`src/rtl/sastavljac_uzorka_pkg.sv`:
```
// ---------------------------------------------------------------------------
// sastavljac_uzorka_pkg
//
// Shared definitions for the neuron-layer front end. It holds the sample
// geometry (features per sample, feature width), the sign-magnitude negative
// zero constant, the sample-counter width and the assembler state encoding.
// ---------------------------------------------------------------------------
package sastavljac_uzorka_pkg;

    // Number of features that make up one sample for the neuron layer.
    localparam int BROJ_ZNACAJKI = 60;

    // Feature width. Bit 15 is the sign and bits 14:0 are the magnitude.
    localparam int SIRINA = 16;

    // Sign-magnitude negative zero. It is folded to +0 before storage so the
    // neuron layer only ever sees one encoding of zero.
    localparam logic [15:0] NEGATIVNA_NULA = 16'h8000;

    // Width of the delivered-sample counter. The counter wraps at its maximum value.
    localparam int SIRINA_BROJACA = 16;

    // Assembler states: filling slots, or holding a complete sample.
    typedef enum logic {
        PUNJENJE = 1'b0,
        PUNO     = 1'b1
    } stanje_e;

endpackage

```
`src/rtl/sastavljac_uzorka.sv`:
```
// ---------------------------------------------------------------------------
// sastavljac_uzorka
//
// Collects BROJ_ZNACAJKI sign-magnitude features, arriving one at a time,
// into one packed sample vector. The block then presents that vector to the
// neuron layer with a valid/ready handshake.
//
// Ports
//   clk            : single clock. All state updates on the rising edge.
//   rst            : asynchronous, active-high reset.
//   znacajka       : incoming feature, SIRINA bits, sign-magnitude.
//   znacajka_valid : the feature is present.
//   znacajka_ready : the block accepts a feature. This is high only while filling.
//   ponisti        : synchronous abort of a partially filled sample.
//   uzorak         : packed sample. Slot k occupies bits [SIRINA*k +: SIRINA].
//   uzorak_valid   : uzorak holds a complete sample.
//   uzorak_ready   : the downstream consumer takes the sample.
//   broj_uzoraka   : count of delivered samples. It wraps at 16 bits.
// ---------------------------------------------------------------------------
module sastavljac_uzorka #(
    parameter int BROJ_ZNACAJKI = sastavljac_uzorka_pkg::BROJ_ZNACAJKI,
    parameter int SIRINA        = sastavljac_uzorka_pkg::SIRINA
) (
    input  logic                              clk,
    input  logic                              rst,
    input  logic [SIRINA-1:0]                 znacajka,
    input  logic                              znacajka_valid,
    output logic                              znacajka_ready,
    input  logic                              ponisti,
    output logic [BROJ_ZNACAJKI*SIRINA-1:0]   uzorak,
    output logic                              uzorak_valid,
    input  logic                              uzorak_ready,
    output logic [15:0]                       broj_uzoraka
);

    import sastavljac_uzorka_pkg::*;

    // The index must be at least one bit wide, even for a one-feature sample.
    localparam int IW = (BROJ_ZNACAJKI > 1) ? $clog2(BROJ_ZNACAJKI) : 1;
    localparam logic [IW-1:0] ZADNJI_INDEKS = IW'(BROJ_ZNACAJKI - 1);

    // Negative zero is the sign bit alone. The package constant is aligned to
    // the top of the feature word, so it still matches if features are widened.
    localparam logic [SIRINA-1:0] NEG_NULA = SIRINA'(NEGATIVNA_NULA) << (SIRINA - 16);

    stanje_e                              stanje_q, stanje_d;
    logic [IW-1:0]                        indeks_q, indeks_d;
    logic [BROJ_ZNACAJKI-1:0][SIRINA-1:0] uzorak_q, uzorak_d;
    logic [SIRINA_BROJACA-1:0]            broj_q, broj_d;
    logic                                 uzorak_valid_q, uzorak_valid_d;
    logic                                 znacajka_ready_q, znacajka_ready_d;
    logic [SIRINA-1:0]                    upisna_vrijednost;

    // Fold negative zero to positive zero. Every other value is stored as it arrives.
    always_comb begin
        upisna_vrijednost = znacajka;
        if (znacajka == NEG_NULA) begin
            upisna_vrijednost = '0;
        end
    end

    // Next-state logic. While filling, an abort takes priority over a feature
    // presented in the same cycle. Slots are not cleared on abort: every slot
    // is rewritten before the next sample can complete. While full, only the
    // downstream handshake matters. Abort and new features are ignored until
    // the sample leaves, and filling resumes one cycle later.
    always_comb begin
        stanje_d = stanje_q;
        indeks_d = indeks_q;
        uzorak_d = uzorak_q;
        broj_d   = broj_q;
        unique case (stanje_q)
            PUNJENJE: begin
                if (ponisti) begin
                    indeks_d = '0;
                end else if (znacajka_valid) begin
                    uzorak_d[indeks_q] = upisna_vrijednost;
                    if (indeks_q == ZADNJI_INDEKS) begin
                        indeks_d = '0;
                        stanje_d = PUNO;
                    end else begin
                        indeks_d = indeks_q + 1'b1;
                    end
                end
            end
            PUNO: begin
                if (uzorak_ready) begin
                    stanje_d = PUNJENJE;
                    broj_d   = broj_q + 1'b1;
                end
            end
            default: begin
                stanje_d = PUNJENJE;
                indeks_d = '0;
            end
        endcase
    end

    // Both handshake outputs are registered copies of the next state. They
    // therefore always agree with the state register, and reset to the filling view.
    always_comb begin
        uzorak_valid_d   = (stanje_d == PUNO);
        znacajka_ready_d = (stanje_d == PUNJENJE);
    end

    // State register. Reset discards any partial or complete sample without
    // counting it as delivered.
    always_ff @(posedge clk or posedge rst) begin
        if (rst) begin
            stanje_q         <= PUNJENJE;
            indeks_q         <= '0;
            uzorak_q         <= '0;
            broj_q           <= '0;
            uzorak_valid_q   <= 1'b0;
            znacajka_ready_q <= 1'b1;
        end else begin
            stanje_q         <= stanje_d;
            indeks_q         <= indeks_d;
            uzorak_q         <= uzorak_d;
            broj_q           <= broj_d;
            uzorak_valid_q   <= uzorak_valid_d;
            znacajka_ready_q <= znacajka_ready_d;
        end
    end

    assign uzorak         = uzorak_q;
    assign uzorak_valid   = uzorak_valid_q;
    assign znacajka_ready = znacajka_ready_q;
    assign broj_uzoraka   = broj_q;

endmodule

```
`config.mk`:
```
export PLATFORM = sky130hd
export DESIGN_NAME = sastavljac_uzorka
export DESIGN_NICKNAME = d
export VERILOG_FILES = /design/src/rtl/sastavljac_uzorka_pkg.sv /design/src/rtl/sastavljac_uzorka.sv
export SDC_FILE = /design/constraint.sdc
export NUM_CORES = 2
export LEC_CHECK = 0
export BUFFER_PORTS_ARGS = -buffer_cell sky130_fd_sc_hd__buf_2
export CAP_MARGIN = 10
export CORE_AREA = 3 3 385 387
export DETAILED_ROUTE_END_ITERATION = 6
export DIE_AREA = 0 0 388 390
export PLACE_DENSITY = 0.43
export SLEW_MARGIN = 0
export SYNTH_ARGS = -nofsm -noshare
export SYNTH_HDL_FRONTEND = slang
export SYNTH_SLANG_ARGS = --single-unit
```
`constraint.sdc`:
```
create_clock -name clk -period 39.9 [get_ports clk]
set_input_delay 5.985 -clock clk [delete_from_list [all_inputs] [get_ports clk]]
set_output_delay 5.985 -clock clk [all_outputs]
set_load 0.005 [all_outputs]
```
== Word level (Yosys, flattened, before mapping) ==
Index checks and enable logic that the tools add are counted.

* Input bits: 21
* Output and inout bits: 978
* Register bits after elaboration: 984
* Memories: 0
* Word-level logic and storage cells: 90
* Latch bits: 0
* Bits in writable memories: 0
* Bits in read-only memories: 0

* Div/mod/pow operators: 0
* Bitwise logic cells: 3
* Multiply operators: 0
* Magnitude comparators: 2
* Reduce and logical (&&, ||, !) cells: 5
* $add $sub $neg: 2
* Mux-type cells: 12
* Shift operators: 0
* Eq/ne operators: 2

{| class="wikitable"
|+ Operators with widths
! operator !! count
|-
| bitwise mux 960 bit || 1
|-
| demux 16 bit (select 6 bit) || 1
|-
| 2-to-1 mux 16 bit || 2
|-
| 2-to-1 mux 6 bit || 3
|-
| adder 16 x 1 -> 16 bit (second input constant) || 1
|-
| == test 16 bit (second input constant) || 1
|-
| < comparator 6 x 7 -> 1 bit (second input constant) || 1
|-
| adder 6 x 1 -> 6 bit (second input constant) || 1
|-
| == test 6 bit (second input constant) || 1
|-
| >= comparator 6 x 1 -> 1 bit (second input constant) || 1
|-
| 2-to-1 mux 1 bit || 4
|-
| AND reduction 2 bit || 2
|-
| inverter 1 bit || 3
|-
| AND reduction 3 bit || 1
|-
| case mux 1 bit (2 select lines) || 1
|-
| nonzero test 2 bit || 1
|-
| logical AND 1 bit || 1
|}

== Longest topological paths before layout ==
* Depth in word-level cells: 6
* Mapped depth: 7
* Gate-level depth less buffers: 5

== Worst setup path after synthesis ==
No wires, ideal clock.

* Kind: input -> register
* From: in ponisti
* To: reg uzorak_q, in the netlist uzorak[496]
* Data arrival time: 7660 ps
* Cell stages on the path: 5
* Path buffers: 1
* Slack: 32115 ps
* Setup time: 125 ps
* Data required time: 39775 ps
* Cells stage by stage: nor3b_1 -> nand4_1 -> nor2_1 -> buf_2 -> mux2_2

* Longest elaborated chain between the ends: 2

{| class="wikitable"
|+ RTL lines
! element !! RTL line !! text
|-
| start: declaration || sastavljac_uzorka.sv:29 || <nowiki>input logic ponisti,</nowiki>
|-
| inverter 1 bit (no source line) || n/a ||
|-
| AND reduction 3 bit (no source line) || n/a ||
|-
| end signal: assignment || sastavljac_uzorka.sv:119 || <nowiki>uzorak_q <= uzorak_d;</nowiki>
|-
| end: declaration || sastavljac_uzorka.sv:48 || <nowiki>logic [BROJ_ZNACAJKI-1:0][SIRINA-1:0] uzorak_q, uzorak_d;</nowiki>
|}

No other way between the ends.
A chain may end at the register's enable or synchronous reset.

==> results.toml <==
[logic_synthesis]
synthFlopType = "dfrtp_1"
synth_mux_area_share_pct = 29.20
netlist.area_leader.share_pct = 66.37
synth_top_family_by_area = "multiplexers"
synth_most_common_cell = "dfrtp_1"
synth_area_sq_um = 37060
netlist_top_cells_area = "dfrtp_1 (66%), mux2_2 (29%), clkbuf_1 (1.3%), buf_2 (0.57%), nand2_1 (0.50%)"
syn_nets = 2303
synth_cell_type_count = 38
yosysSeqAreaShare_pct = 66.44
synth_xor_area_share_pct = 0.3781
synth_edf_count = 0
synth_largest_area_cell = "dfrtp_1"
synth_simple_gate_area_share_pct = 1.739
avgSynthCellArea_sq_um = 16.26
async_reset_ff_share_pct = 100.0
synthCells = 2280
synth_compound_area_share_pct = 0.2296
synth_adder_area_share_pct = 0.06752
ys_top_cells_by_count = "dfrtp_1 (983), mux2_2 (959), clkbuf_1 (129)"
yosys_warnings = 0
ys_ff_latch = 984

[floorplan]
dieArea_sq_um = 151300
start_util_pct = 25.52
die_x_um = 388
core_area_sq_um = 145200
io_pins = 999
num_rows = 140
die_h_um = 390

[worst_setup_path]
worstSetupPathType = "primary input to async pin"
endpoint_kind = "async pin"
slowest_stage = "buf_4"
cp_common_cell = "buf_4"
crit_path_start_kind = "primary input"
slowest_delay_ns = 0.79
crit_arrival_ns = 11.15
required_ns = 40.61
path_cells = "buf_2 > inv_8 > buf_12 > buf_4 > buf_4 > buf_4 > buf_4 > buf_4"
cp_max_fo = 144

[detailed_routing]
wl_per_cell_um = 27.40
dr.pass1.iters = 4
drt_iter0_markers = 881
routed_wl_mm = 144.9
num_vias = 23300
viasPerCell = 4.405
drc = 0
ant_nets = 0

[placed_design]
dp_hpwl_mm = 99.55
place_inst = 5075
post-place-ws_ns = 28.34
port_buffers = 998
globalplace.congestion = 0.7489

[power]
leakage_nw = 27.09
ir_drop_uv = 28.33
power_density_nw_per_um2 = 45.49

[global_route]
track_usage_pct = 18.73
grt_pass1_wl_mm = 201.3
antenna_found_initial = 11
overflow = 0
grt_pass1_vias = 24250
grt_max_degree = 145

[finish]
drive_gt1_share_pct = 65.66
stdcell_count = 5289
nNetsFinal = 3297
area_growth_pct = 29.53

[timing]
worst_slack_ns = 29.46
finalMaxSlewViolations = 0
relSlewSlack_pct = 23.14
finalCritPeriodShare_pct = 26.17
worst_slew_pin_slew_ns = 1.150
tns_ns = 0
hold_viol_final = 0
grt_setup_unrepaired = "false"
skew_ns = 0.02360
period_minus_slack_ns = 10.44
setup_viol = 0
holdWs_ns = 0.4778
fmax_mhz = 95.76

[clocking]
clkTransAtPathRegs_ns = 0.05
htreeDepth = 3
clock_latency_ns = 0.71
root_buffer = "clkbuf_16"
cts_hold_buf = 0
cts_buffers = 114
cts.sink_count = 984
tritoncts = "built"
clk_path_buf_depth = 3
post-cts-setup-buffer-count = 0
cts_resized = 0

[hold_path]
holdCritPathClass = "flop to flop"

[outcome]
outcome = "finished, final reports clean"

[run]
drv_cap = 0
where the power goes:
| group | internal, W | total, W | switching, W |
|---|---|---|---|
| Clock | 0.000605 | 0.00104 | 0.000437 |
| Sequential | 0.00102 | 0.00103 | 0.0000110 |
| Combinational | 0.0000357 | 0.000111 | 0.0000755 |
| Total | 0.00166 | 0.00218 | 0.000523 |
path summary, 6_finish.rpt:
| kind | from | end | slack (ns) | cells after the start |
|---|---|---|---|---|
| min in group asynchronous | rst | uzorak[70] | 5.37 | 2 |
| worst min register to register | broj_uzoraka[15] | broj_uzoraka[15] | 0.48 | 1 |
| max in group clk | ponisti | uzorak[794] | 31.82 | 5 |
| worst max register to register | uzorak_valid | uzorak[794] | 36.67 | 4 |
| worst min-delay path | broj_uzoraka[15] | broj_uzoraka[15] | 0.48 | 1 |
| worst max-delay path | rst | uzorak[726] | 29.46 | 8 |
cell usage in the layout (no fill, tap or decap), types with 4 or more instances in the layout:
| cell | Yosys | layout |
|---|---|---|
| bufinv_16 | 0 | 5 |
| clkbuf_16 | 0 | 114 |
| clkbuf_8 | 0 | 23 |
| nor3_1 | 5 | 5 |
| nor2b_2 | 0 | 4 |
| clkbuf_1 | 129 | 37 |
| nor2_2 | 2 | 10 |
| o21ai_0 | 5 | 5 |
| clkinv_16 | 0 | 4 |
| dfrtp_1 | 983 | 983 |
| inv_1 | 6 | 5 |
| xor2_1 | 5 | 5 |
| nor2_1 | 17 | 9 |
| diode_2 | 0 | 6 |
| nand2_2 | 8 | 8 |
| and3_1 | 5 | 5 |
| nand3_1 | 8 | 8 |
| mux2_2 | 959 | 959 |
| buf_4 | 0 | 65 |
| buf_2 | 42 | 983 |
| nand4_1 | 9 | 9 |
| xnor2_1 | 11 | 11 |
| nand2_1 | 49 | 49 |
| clkinv_2 | 0 | 17 |
| nor4_1 | 4 | 4 |
stage by stage:
step                      instance area, sq um  util (%)  total power (W)
after floorplan                          37060         -         0.001100
after global placement                   44250     30.47         0.001166
after detailed placement                 44250     30.47         0.001167
after CTS                                47990     33.05         0.002231
after global routing                     47990     33.05         0.002277
final                                    48010     33.06         0.002184
layer usage:
metal / vias up / routed length (um) / GRT usage, %
met5: - / 0 / 0
met4: 0 / 4026 / 5.877
met3: 172 / 10220 / 5.518
met2: 754 / 71930 / 32.32
met1: 12380 / 58760 / 22.45
li1: 9994 / - / -
final cells by class:
| type | instances | area [sq um] |
|---|---|---|
| Inverter | 7 | 33.78 |
| Clock buffer | 174 | 3308 |
| Antenna cell | 6 | 15.01 |
| Sequential cell | 984 | 24620 |
| Tap cell | 1917 | 2399 |
| Fill cell | 14640 | 97210 |
| Multi-Input combinational cell | 1118 | 11770 |
| Clock inverter | 34 | 432.9 |
| Timing Repair Buffer | 1049 | 5428 |
worst max-delay path, delay by kind of cell:
family,cells,cell delay (ns)
buffers and inverters,8,4.76
state kept, by name, indices dropped and copies added (netlist names):
register	cells
broj_uzoraka	16
uzorak_valid	1
znacajka_ready	1
indeks_q	6
uzorak	960
cells by family (layout without fill, tap and decap cells):
group / count (synthesis) / in the layout
adders and majority gates: 2 / 2
buffers and inverters: 178 / 1264
other: 0 / 6
muxes: 961 / 961
and+or+nand+nor: 126 / 126
DFF: 984 / 984
AOI/OAI and AO/OA: 13 / 13
xor gates and xnor gates: 16 / 16
Note: power is estimated with default switching activity, not from simulation.
